### src/rtl/cift_yollu_fifo_denetleyici.sv
// cift_yollu_fifo_denetleyici
// FIFO controller wrapped around an external dual-port memory. Port 1 of the
// memory is used only for writes and port 2 only for reads. The memory writes
// on the rising edge and captures reads on the falling edge.
//
// Handshake semantics:
//   A push is taken at a rising edge when wr_req is high, the FIFO is not full
//   and flush is low. wr_ack then pulses for exactly one cycle.
//   A pop is taken at a rising edge when rd_req is high, the FIFO is not empty
//   and flush is low. Exactly one cycle later rd_valid pulses with rd_data.
//   The occupancy seen by both decisions is the one from before the edge, so
//   a simultaneous pop never frees room for a push, and a simultaneous push
//   never makes an empty FIFO poppable.
module cift_yollu_fifo_denetleyici #(
    parameter int ADDR_WIDTH = 4,
    parameter int DATA_WIDTH = 16,
    parameter int DEPTH      = 16
) (
    input  logic                  clk,
    input  logic                  rst,
    // push side
    input  logic                  wr_req,
    input  logic [DATA_WIDTH-1:0] wr_data,
    output logic                  wr_ack,
    // pop side
    input  logic                  rd_req,
    output logic [DATA_WIDTH-1:0] rd_data,
    output logic                  rd_valid,
    // control and status
    input  logic                  flush,
    output logic                  full,
    output logic                  empty,
    output logic [ADDR_WIDTH:0]   count,
    output logic                  ovf,
    output logic                  udf,
    // memory port 1 (write side)
    output logic [ADDR_WIDTH-1:0] m_addr1,
    output logic [DATA_WIDTH-1:0] m_wdata1,
    output logic                  m_cs1,
    output logic                  m_we1,
    output logic                  m_oe1,
    // memory port 2 (read side)
    output logic [ADDR_WIDTH-1:0] m_addr2,
    input  logic [DATA_WIDTH-1:0] m_rdata2,
    output logic                  m_cs2,
    output logic                  m_oe2,
    output logic                  m_we2
);

    localparam int CW = ADDR_WIDTH + 1;
    localparam logic [ADDR_WIDTH-1:0] PTR_LAST = ADDR_WIDTH'(DEPTH - 1);
    localparam logic [CW-1:0]         CNT_FULL = CW'(DEPTH);

    // Pointer, occupancy and read-tracking state
    logic [ADDR_WIDTH-1:0] wr_ptr_q, wr_ptr_d;
    logic [ADDR_WIDTH-1:0] rd_ptr_q, rd_ptr_d;
    logic [CW-1:0]         count_q,  count_d;
    logic                  rd_pend_q, rd_pend_d;

    // Registered user-side outputs
    logic [DATA_WIDTH-1:0] rd_data_q, rd_data_d;
    logic                  rd_valid_q, rd_valid_d;
    logic                  wr_ack_q, wr_ack_d;
    logic                  ovf_q, ovf_d;
    logic                  udf_q, udf_d;

    // Registered memory strobes
    logic [ADDR_WIDTH-1:0] m_addr1_q, m_addr1_d;
    logic [DATA_WIDTH-1:0] m_wdata1_q, m_wdata1_d;
    logic                  m_cs1_q, m_cs1_d;
    logic                  m_we1_q, m_we1_d;
    logic [ADDR_WIDTH-1:0] m_addr2_q, m_addr2_d;
    logic                  m_cs2_q, m_cs2_d;
    logic                  m_oe2_q, m_oe2_d;

    // Acceptance decisions, based on the occupancy before the edge
    logic full_w;
    logic empty_w;
    logic push_ok;
    logic pop_ok;

    // Status flags decoded from the registered occupancy
    always_comb begin
        full_w  = (count_q == CNT_FULL);
        empty_w = (count_q == '0);
        push_ok = wr_req & ~full_w  & ~flush;
        pop_ok  = rd_req & ~empty_w & ~flush;
    end

    // Pointer and occupancy next-state; flush returns everything to slot 0
    always_comb begin
        wr_ptr_d  = wr_ptr_q;
        rd_ptr_d  = rd_ptr_q;
        count_d   = count_q;
        rd_pend_d = pop_ok;

        if (flush) begin
            wr_ptr_d = '0;
            rd_ptr_d = '0;
            count_d  = '0;
        end else begin
            if (push_ok) begin
                wr_ptr_d = (wr_ptr_q == PTR_LAST) ? '0 : wr_ptr_q + ADDR_WIDTH'(1);
            end
            if (pop_ok) begin
                rd_ptr_d = (rd_ptr_q == PTR_LAST) ? '0 : rd_ptr_q + ADDR_WIDTH'(1);
            end
            case ({push_ok, pop_ok})
                2'b10:   count_d = count_q + CW'(1);
                2'b01:   count_d = count_q - CW'(1);
                default: count_d = count_q;
            endcase
        end
    end

    // User-side outputs: ack, read return and sticky error flags
    always_comb begin
        wr_ack_d   = push_ok;
        // A read issued last cycle was captured by the memory on the falling
        // edge; pick it up now even if flush is asserted this cycle.
        rd_valid_d = rd_pend_q;
        rd_data_d  = rd_pend_q ? m_rdata2 : rd_data_q;
        ovf_d      = ovf_q | (wr_req & full_w);
        udf_d      = udf_q | (rd_req & empty_w);
    end

    // Memory strobes: one-cycle pulses, address/data hold when idle
    always_comb begin
        m_addr1_d  = m_addr1_q;
        m_wdata1_d = m_wdata1_q;
        m_cs1_d    = 1'b0;
        m_we1_d    = 1'b0;
        m_addr2_d  = m_addr2_q;
        m_cs2_d    = 1'b0;
        m_oe2_d    = 1'b0;

        if (push_ok) begin
            m_addr1_d  = wr_ptr_q;
            m_wdata1_d = wr_data;
            m_cs1_d    = 1'b1;
            m_we1_d    = 1'b1;
        end
        if (pop_ok) begin
            m_addr2_d = rd_ptr_q;
            m_cs2_d   = 1'b1;
            m_oe2_d   = 1'b1;
        end
    end

    // Pointer and occupancy registers
    always_ff @(posedge clk or posedge rst) begin
        if (rst) begin
            wr_ptr_q  <= '0;
            rd_ptr_q  <= '0;
            count_q   <= '0;
            rd_pend_q <= 1'b0;
        end else begin
            wr_ptr_q  <= wr_ptr_d;
            rd_ptr_q  <= rd_ptr_d;
            count_q   <= count_d;
            rd_pend_q <= rd_pend_d;
        end
    end

    // User-side output registers
    always_ff @(posedge clk or posedge rst) begin
        if (rst) begin
            rd_data_q  <= '0;
            rd_valid_q <= 1'b0;
            wr_ack_q   <= 1'b0;
            ovf_q      <= 1'b0;
            udf_q      <= 1'b0;
        end else begin
            rd_data_q  <= rd_data_d;
            rd_valid_q <= rd_valid_d;
            wr_ack_q   <= wr_ack_d;
            ovf_q      <= ovf_d;
            udf_q      <= udf_d;
        end
    end

    // Memory strobe registers
    always_ff @(posedge clk or posedge rst) begin
        if (rst) begin
            m_addr1_q  <= '0;
            m_wdata1_q <= '0;
            m_cs1_q    <= 1'b0;
            m_we1_q    <= 1'b0;
            m_addr2_q  <= '0;
            m_cs2_q    <= 1'b0;
            m_oe2_q    <= 1'b0;
        end else begin
            m_addr1_q  <= m_addr1_d;
            m_wdata1_q <= m_wdata1_d;
            m_cs1_q    <= m_cs1_d;
            m_we1_q    <= m_we1_d;
            m_addr2_q  <= m_addr2_d;
            m_cs2_q    <= m_cs2_d;
            m_oe2_q    <= m_oe2_d;
        end
    end

    // Output wiring; port 1 never reads and port 2 never writes
    always_comb begin
        full     = full_w;
        empty    = empty_w;
        count    = count_q;
        wr_ack   = wr_ack_q;
        rd_data  = rd_data_q;
        rd_valid = rd_valid_q;
        ovf      = ovf_q;
        udf      = udf_q;
        m_addr1  = m_addr1_q;
        m_wdata1 = m_wdata1_q;
        m_cs1    = m_cs1_q;
        m_we1    = m_we1_q;
        m_oe1    = 1'b0;
        m_addr2  = m_addr2_q;
        m_cs2    = m_cs2_q;
        m_oe2    = m_oe2_q;
        m_we2    = 1'b0;
    end

endmodule

### config.mk
export PLATFORM = sky130hd
export DESIGN_NAME = cift_yollu_fifo_denetleyici
export DESIGN_NICKNAME = d
export VERILOG_FILES = /design/src/rtl/cift_yollu_fifo_denetleyici.sv
export SDC_FILE = /design/constraint.sdc
export NUM_CORES = 1
export LEC_CHECK = 0
export ABC_AREA = 1
export CORE_UTILIZATION = 44
export CTS_CLUSTER_DIAMETER = 150
export CTS_CLUSTER_SIZE = 8
export DETAILED_ROUTE_END_ITERATION = 10
export PLACE_DENSITY = 0.9
export SETUP_SLACK_MARGIN = 0.15
export SLEW_MARGIN = 40
export SYNTH_ARGS = -nofsm -noshare
export SYNTH_HDL_FRONTEND = slang
export SYNTH_SLANG_ARGS = --single-unit
### constraint.sdc
create_clock -name clk -period 2.8 [get_ports clk]
set_clock_uncertainty 0.2 [all_clocks]
set_input_delay 0.56 -clock clk [delete_from_list [all_inputs] [get_ports clk]]
set_output_delay 0.56 -clock clk [all_outputs]
set_load 0.01 [all_outputs]
==> results_dict.tcl, run 1 <==
set metrics [dict create \
    dieHeight_um 78.22 \
    gp_congestion 0.8143 \
    async_reset_ff_frac 1.000 \
    synth-seq-cells 58 \
    whs_path_depth 1 \
    cts_setup_buffers 0 \
    fmax_mhz 395.4 \
    fin_crit_ns 2.529 \
    r2r_cells 14 \
    synthToLayoutAreaGrowth_pct 45.23 \
    cp_max_fo 6 \
    grt_use_total 0.2068 \
    start_kind "register" \
    fin_ws_ns 0.2710 \
    synth-edff-count 0 \
    p_per_area_nw_per_um2 862.0 \
    postRouteAntennaNets 0 \
    ir_drop_v 0.0005318 \
    path_class "register to primary output" \
    port_buffers 91 \
    grt_max_degree 34 \
    hpwl_um 4186 \
    p_leak_nw 1.743 \
    max_stage_delay_ns 0.54 \
    crit_chain "nor2_2, nand3_2, inv_1, clkdlybuf4s50_1" \
    cts_hold_buf 0 \
    rsz0062_at_grt "false" \
    hold_viol 0 \
    r2r-start "count[0]" \
    outcome "finished, final reports clean" \
    wl_per_cell_um 13.39 \
    routed_wl_um 5649 \
    top_level_ports 94 \
    r2r_slack_ns 0.42 \
    drive_above_1_share 0.1657 \
    first_global_vias 2111 \
    post-place-ws_ns -0.01157 \
    synthSimpleGateAreaFrac 0.1982 \
    cts_buffers 9 \
    num_vias 2015 \
    die_area_um2 6118 \
    antenna_cells 0 \
    slew_viol_final 0 \
    worstPathRequired_ns 2.04 \
    clk_path_buf_depth 2 \
    worstMarginPinSlew_ns 0.5655 \
    min-delay-start "ovf" \
    ys_seq_area_frac 0.5678 \
    clk_latency_ns 0.33 \
    syn_inst 247 \
    end_kind "primary output" \
    avgViaCountPerCell 4.775 \
    synth_area_um2 2556 \
    synth-xor-area-share 0.006853 \
    core_area_um2 5540 \
    post_cts_resized 0 \
    synthMuxAreaShare 0.07048 \
    cts_tree "built" \
    htreeDepth 3 \
    initial_utilization 0.4614 \
    hold_end "ovf" \
    synth.avg_cell_area_um2 10.35 \
    finalSetupViolCount 0 \
    synth_fa_ha_area_frac 0.03231 \
    ys_warn_count 0 \
    synth_top_family_by_area "simple AND/OR/NAND/NOR gates" \
    firstDrtPassIters 4 \
    ys_types 32 \
    drcViolationCount 0 \
    slew_headroom 0.6225 \
    grt_pass1_wl_um 9618 \
    path_clk_slew_ns 0.06 \
    r2r-end "count[4]" \
    hp-class "register to register" \
    crit_path_top_delay_cell "clkdlybuf4s50_1" \
    maxCapViolCount 0 \
    overflow 0 \
    die_width_um 78.22 \
    synth_compound_area_frac 0.05972 \
    crit_arrival_ns 1.77 \
    dr.first_iter.drc_count 68 \
    rows 27 \
    clock-root-buffer "clkbuf_8" \
    antenna_found_initial 0 \
    cts.sinks 58 \
    period_share 0.9032 \
    synth_top_flop_cell "dfrtp_1" \
    p_total_mw 3.200 \
    fin_nets 388 \
]
## worst max path at each step
stage	start	end	slack (ns)	depth (start not counted)
6_report	count[0]	empty	0.27	4
2_1_floorplan	count[2]	count[4]	0.57	14
5_1_grt	count[0]	full	0.15	4
4_1_cts	count[2]	empty	0.22	4
3_5_place_dp	flush	count[4]	-0.01	14
3_3_place_gp	flush	count[4]	0.08	14
## logic make-up after synthesis
logic type / after synthesis
flip-flops: 58
adder cells (fa/ha/maj): 6
XOR/XNOR: 2
multiplexers: 16
other: 1
AO/OA/AOI/OAI: 25
AND/OR/NAND/NOR: 108
buffers and inverters: 31
## cell usage after synthesis, types with 2 or more instances
cell type / n / area, um2
nand2_1: 79 / 296.5
dfrtp_1: 58 / 1451
inv_1: 16 / 60.06
mux2_2: 16 / 180.2
buf_4: 7 / 52.55
nand3_1: 6 / 30.03
nor2_1: 6 / 22.52
o21ai_0: 6 / 30.03
a21oi_1: 5 / 25.02
ha_1: 5 / 62.56
buf_2: 4 / 20.02
nand2_4: 4 / 45.04
o21ai_1: 4 / 20.02
inv_2: 3 / 11.26
nand2_2: 3 / 18.77
nand3_2: 3 / 30.03
o21ai_2: 3 / 26.28
a21o_1: 2 / 15.01
nor2_4: 2 / 22.52
nor3_1: 2 / 10.01
o22ai_1: 2 / 12.51
## worst max-delay path, delay by kind of cell (launching register included)
family	cells	cell delay [ns]
AND/OR/NAND/NOR	2	0.36
flip-flops	1	0.43
buffers and inverters	2	0.65
## through the flow
stage / area [um2] / hold slack (ns) / setup TNS (ns) / util / cells
floorplan: 2560 / 0.2496 / 0 / - / 248
global placement: 3546 / 0.2457 / 0 / 0.6400 / 406
detailed placement: 3546 / 0.2435 / -0.01157 / 0.6400 / 406
CTS: 3710 / 0.2574 / 0 / 0.6696 / 422
global route: 3712 / 0.2945 / 0 / 0.6701 / 422
finish: 3712 / 0.2555 / 0 / 0.6701 / 422
## layer usage
metal	wire (um)	vias to the layer above	GRT usage	part of all wire
met1	2276	953	0.2385	0.40
met3	329	13	0.04884	0.058
met4	122	0	0.1037	0.022
met2	2920	69	0.3588	0.52
met5	0	-	0	0
li1	-	980	-	-
## flip-flops by register name, summed over array words and instances (netlist names)
register	count
m_oe2	1
ovf	1
udf	1
rd_data	16
m_addr1	4
count	5
m_wdata1	16
rd_valid	1
wr_ptr_q	4
m_addr2	4
rd_ptr_q	4
m_we1	1
## layout make-up
type / instances / area (um2)
fill: 455 / 1828
sequential: 58 / 1451
timing repair buffer: 97 / 968.4
multi-input combinational: 159 / 949.7
clock buffer: 13 / 148.9
tap: 72 / 90.09
inverter: 20 / 88.84
clock inverter: 3 / 15.01
## layout by cell type, fill, tap and decap left out, drive strengths merged
cell type       n
mux2           16
a21o            2
buf             6
xor2            1
dfrtp          58
nand3          10
o21a            1
xnor2           1
o21ai          13
a21oi           5
o32ai           1
ha              5
bufinv          1
o31ai           1
clkdlybuf4s50  91
o22ai           2
clkbuf         13
nor3            2
nor2            9
nand2          86
conb            2
inv            19
fa              1
nand3b          1
clkinv          3
## power breakdown
| group | leakage [nW] | total, mW | internal (mW) | switching, mW |
|---|---|---|---|---|
| sequential | 0.731 | 1.24 | 1.08 | 0.159 |
| clock | 0.0872 | 0.641 | 0.341 | 0.300 |
| combinational | 0.926 | 1.32 | 0.740 | 0.576 |
| total | 1.74 | 3.20 | 2.16 | 1.04 |
Note: power is estimated with default switching activity, not from simulation.
==> inputs of run 2 (changes only) <==
--- a/config.mk
+++ b/config.mk
@@ -6,11 +6,12 @@
 export NUM_CORES = 1
 export LEC_CHECK = 0
 export ABC_AREA = 1
-export CORE_UTILIZATION = 44
+export CAP_MARGIN = 20
+export CORE_UTILIZATION = 48
 export CTS_CLUSTER_DIAMETER = 150
 export CTS_CLUSTER_SIZE = 8
 export DETAILED_ROUTE_END_ITERATION = 10
-export PLACE_DENSITY = 0.9
+export PLACE_DENSITY = 0.95
 export SETUP_SLACK_MARGIN = 0.15
 export SLEW_MARGIN = 40
 export SYNTH_ARGS = -nofsm -noshare
==> constraint.sdc (replaced) <==
create_clock -name clk -period 3 [get_ports clk]
set_clock_uncertainty 0.2 [all_clocks]
set_input_delay 0.6 -clock clk [delete_from_list [all_inputs] [get_ports clk]]
set_output_delay 0.6 -clock clk [all_outputs]
set_load 0.01 [all_outputs]
==> results_dict.tcl, run 2 (synthesized netlist as in run 1, its figures left out) <==
set metrics [dict create \
    avgViaCountPerCell 4.801 \
    drive_above_1_share 0.1609 \
    die_area_um2 5621 \
    postRouteAntennaNets 0 \
    outcome "finished, final reports clean" \
    cp_max_fo 5 \
    clk_latency_ns 0.32 \
    fin_crit_ns 2.574 \
    core_area_um2 5107 \
    post_cts_resized 0 \
    grt_max_degree 31 \
    cts_buffers 9 \
    synthToLayoutAreaGrowth_pct 45.57 \
    pwr-share-comb 0.402 \
    grt_use_total 0.2002 \
    finalSetupViolCount 0 \
    worstPathRequired_ns 3.02 \
    htreeDepth 3 \
    p_total_mw 3.053 \
    fin_nets 387 \
    ir_drop_v 0.0004697 \
    path_clk_slew_ns 0.06 \
    period_share 0.8580 \
    gp_congestion 0.8252 \
    cts_setup_buffers 0 \
    seqPwrFrac 0.376 \
    power.clock.fraction 0.222 \
    dr.first_iter.drc_count 60 \
    crit_arrival_ns 2.59 \
    fin_cells 418 \
    worst_path_most_repeated_cell "nand2_1" \
    first_global_vias 1879 \
    switchingPower_mw 0.9576 \
    p_leak_nw 1.746 \
    start_kind "input port" \
    worstMarginPinSlew_ns 0.6331 \
    clock-root-buffer "clkbuf_8" \
    overflow 0 \
    rsz0062_at_grt "false" \
    hold_viol 0 \
    top_level_ports 94 \
    p_per_area_nw_per_um2 820.6 \
    fillers 378 \
    drcViolationCount 0 \
    path_class "input port to register" \
    clk_path_buf_depth 2 \
    routed_wl_um 5500 \
    crit_buf_inv 2 \
    final_cell_mix "91 x clkdlybuf4s50_1, 79 x nand2_1, 58 x dfrtp_1" \
    final_area_um2 3721 \
    hp-class "register to register" \
    setup_tns_ns 0 \
    cts.sinks 58 \
    dieHeight_um 74.98 \
    grt_pass1_wl_um 8245 \
    antenna_cells 0 \
    slew_viol_final 0 \
    max_stage_delay_ns 0.59 \
    maxCapViolCount 0 \
    crit_path_top_delay_cell "clkdlybuf4s50_1" \
    die_width_um 74.98 \
    firstDrtPassIters 5 \
    wl_per_cell_um 13.16 \
    final_common_cell "clkdlybuf4s50_1" \
    fmax_mhz 388.5 \
    hpwl_um 4082 \
    cts_tree "built" \
    p_int_mw 2.096 \
    crit_chain "clkdlybuf4s50_1, nand2_4, nor2_4, nand2_4, fa_1, nand3b_1, nand2_1, nand2_1, nand2_1, inv_1, nand2_1, nand2_1, nand2_1, nand2_1" \
    antenna_found_initial 0 \
    r2r_slack_ns 0.65 \
    swShare 0.3136 \
    rows 26 \
    cts_hold_buf 0 \
    slew_headroom 0.5773 \
    placed_cells 403 \
    end_kind "register" \
    initial_utilization 0.5005 \
    dpl_cell_area_um2 3536 \
    num_vias 2007 \
    cp_top_family "simple AND/OR/NAND/NOR gates" \
    multi_input_area_um2 947.2 \
    port_buffers 91 \
    register_area_um2 1451 \
]
[run 2: changes by cell type in the layout (fill, tap and decap cells not counted), sizes merged]
cell and change:
clkbuf -1, buf -1, clkinv -1, bufinv +1
[run 2: power by group through the flow]
stage	sequential [mW]	combinational (mW)	clock [mW]
floorplan	1.26	0.514	0
global placement	1.15	1.20	0
detailed placement	1.17	1.24	0
CTS	1.15	1.25	0.692
global route	1.18	1.34	0.725
finish	1.15	1.23	0.677
[run 2: worst reg2reg max path: stages, from the launching register on]
cell and delay [ns]:
dfrtp_1 0.46, inv_2 0.07, nand3_2 0.13, nand2_4 0.09, nor2_4 0.16, nand2_4 0.09, fa_1 0.42, nand3b_1 0.20
nand2_1 0.08, nand2_1 0.05, nand2_1 0.07, inv_1 0.04, nand2_1 0.05, nand2_1 0.04, nand2_1 0.05, nand2_1 0.04
[run 2: metal layers]
| metal | global-route usage | vias to the layer above | part of all wire |
|---|---|---|---|
| li1 | - | 980 | - |
| met1 | 0.2310 | 950 | 0.43 |
| met2 | 0.3483 | 69 | 0.50 |
| met3 | 0.05221 | 8 | 0.059 |
| met4 | 0.09434 | 0 | 0.012 |
| met5 | 0 | - | 0 |
[run 2: cell type report]
cell class              instances  area share
well taps                      70     0.02354
clock buffers                  12     0.03900
inverters                      20     0.02387
flip-flops and latches         58      0.3900
multi-input cells             159      0.2545
clock inverters                 3     0.01076
repair buffers                 96      0.2582
[run 2: worst paths after layout]
path / to / from / depth (start not counted)
worst min-delay path: udf / udf / 1
worst min register to register: udf / udf / 1
worst max register to register: count[4] / count[4] / 15
min in group asynchronous: rd_data[9] / rst / 2
worst max-delay path: count[4] / rd_req / 14
max in group asynchronous: rd_data[6] / rst / 3
[run 2: per-stage QoR]
stage	hold WS [ns]	setup slack [ns]	utilization
floorplan	0.2496	0.7331	-
global placement	0.2422	0.2101	0.6923
detailed placement	0.2457	0.1032	0.6923
CTS	0.2641	0.4174	0.7286
global route	0.2982	0.3193	0.7286
finish	0.2631	0.4260	0.7286
==> inputs of run 3 (changes only) <==
--- a/config.mk
+++ b/config.mk
@@ -11,6 +11,7 @@
 export CTS_CLUSTER_DIAMETER = 150
 export CTS_CLUSTER_SIZE = 8
 export DETAILED_ROUTE_END_ITERATION = 10
+export GPL_ROUTABILITY_DRIVEN = 0
 export PLACE_DENSITY = 0.95
 export SETUP_SLACK_MARGIN = 0.15
 export SLEW_MARGIN = 40
==> results of run 3 <==
Final layout, timing and power as in run 2 (identical DEF).
==> edit (flow settings as in run 1) <==
Change the parameter `ADDR_WIDTH` from 4 to 5.
--- a/src/rtl/cift_yollu_fifo_denetleyici.sv
+++ b/src/rtl/cift_yollu_fifo_denetleyici.sv
@@ -13,5 +13,5 @@
 //   never makes an empty FIFO poppable.
 module cift_yollu_fifo_denetleyici #(
-    parameter int ADDR_WIDTH = 4,
+    parameter int ADDR_WIDTH = 5,
     parameter int DATA_WIDTH = 16,
     parameter int DEPTH      = 16
Interface: changed (resized count, m_addr1 and m_addr2); port bits go from 94 to 97. The function was not compared with the original's and may differ.
==> edit against run 1 <==
Power rose by 15%. Design area rose by 8.4%. Worst hold slack improved by 0.0035 ns. Setup slack got worse by 0.013 ns. Register-to-register slack got worse by 0.09 ns. Sequential cell count rose by 5. Synthesized area rose by 10%. Via count rose by 11%. Routed wire length rose by 7.8%.
==> edit: results <==
set metrics [dict create \
    synth_cell_type_count 35 \
    fin_nets 416 \
    synthTopCellsByArea "dfrtp_1, nand2_1, mux2_2" \
    grt_pass1_vias 2172 \
    groute.usage.overall_pct 19.3 \
    viasPerCell 4.96 \
    antenna_cells 0 \
    synth_common_cells "nand2_1, dfrtp_1, inv_1, mux2_2, nand3_1" \
    wl_um 6090 \
    clk_pin_slew_worst_paths_ns 0.06 \
    placed_cells 436 \
    hp-class "reg -> reg" \
    routabilityCongestion 0.887 \
    clk_path_buf_depth 2 \
    status "finished clean" \
    leakage_nw 1.90 \
    critPathMaxFanout 6 \
    dpl_cell_area_sq_mm 0.00381 \
    drt_iter0_drc 101 \
    dp_hpwl_um 4460 \
    drive_gt1_share_pct 15.6 \
    grt_max_degree 45 \
    insertion_delay_ns 0.32 \
    p_int_mw 2.49 \
    root_buffer "clkbuf_8" \
    port-buffer-count 94 \
    first_pass_iters 4 \
    stdcell_count 452 \
    syn_inst 273 \
    yosys_warnings 0 \
    ys.flop_type "dfrtp_1" \
    yosysSeqAreaShare_pct 55.9 \
    ir_drop_v 0.000601 \
    h-tree-depth 3 \
    synthArstFlopShare_pct 100 \
    cts_buffers 9 \
    grt_antenna_before_repair 0 \
    grt_pass1_wl_um 9650 \
    arrival_ns 2.55 \
]
==> edit: cells by family after synthesis <==
kind of cell / count (synthesis) / synth area share [%]
AND/OR/NAND/NOR: 124 / 21.3
flip-flops: 63 / 55.9
buffers and inverters: 33 / 6.43
AO/OA/AOI/OAI: 24 / 4.92
multiplexers: 16 / 6.39
adder cells (fa/ha/maj): 7 / 3.37
XOR/XNOR: 5 / 1.55
other: 1 / 0.133
==> edit: metal layers <==
layer	vias up	share of wire, %	global-route usage, %
li1	1075	-	-
met1	1072	42	21.9
met2	86	51	34.5
met3	11	5.5	3.22
met4	0	1.4	10.4
met5	-	0	0
==> edit: worst max-delay path, cell delays in order <==
cell and delay [ns]:
clkdlybuf4s50_1 0.57, nand2_4 0.12, nor2_8 0.11, nand2_4 0.07, inv_1 0.17, ha_1 0.33, nand2_1 0.09, nand2_1 0.07
a31oi_1 0.20, xor2_1 0.18, o21ai_1 0.08
==> edit: area by class of cell <==
type,count,area (sq um)
sequential,63,1580
timing repair buffer,99,991
clock inverter,2,37.5
clock buffer,14,173
inverter,21,82.6
fill,461,2040
multi-input combinational,178,1070
tap,75,93.8
==> edit: power groups by stage <==
| stage | logic (mW) | registers, mW | clock network (mW) |
|---|---|---|---|
| final | 1.51 | 1.37 | 0.807 |
| after global routing | 1.65 | 1.40 | 0.875 |
| after CTS | 1.53 | 1.37 | 0.830 |
| after detailed placement | 1.52 | 1.38 | 0 |
| after global placement | 1.47 | 1.36 | 0 |
| after floorplan | 0.671 | 1.48 | 0 |
==> edit: path summary, 6_finish.rpt <==
| kind | cells past startpoint | from | end | slack, ns |
|---|---|---|---|---|
| max reg2reg | 12 | count[5] | count[3] | 0.33 |
| min in group asynchronous | 2 | rst | rd_data[9] | 0.37 |
| max in group asynchronous | 3 | rst | count[0] | 1.45 |
| max | 11 | rd_req | count[3] | 0.26 |
| min reg2reg | 1 | udf | udf | 0.26 |
| min | 1 | udf | udf | 0.26 |
==> edit: through the flow <==
| stage | hold slack [ns] | TNS [ns] | worst slack, ns |
|---|---|---|---|
| after CTS | 0.265 | 0 | 0.257 |
| after floorplan | 0.253 | 0 | 0.470 |
| after global placement | 0.243 | 0 | 0.111 |
| after detailed placement | 0.246 | -0.0975 | -0.0734 |
| final | 0.259 | 0 | 0.258 |
| after global routing | 0.274 | 0 | 0.163 |
==> edit: timing repair <==
item	CTS	global route
endpoints found under the hold margin	0	0
setup buffers	0	0
hold buffers	0	0
setup endpoints to repair	0	3
gates resized for setup	0	1
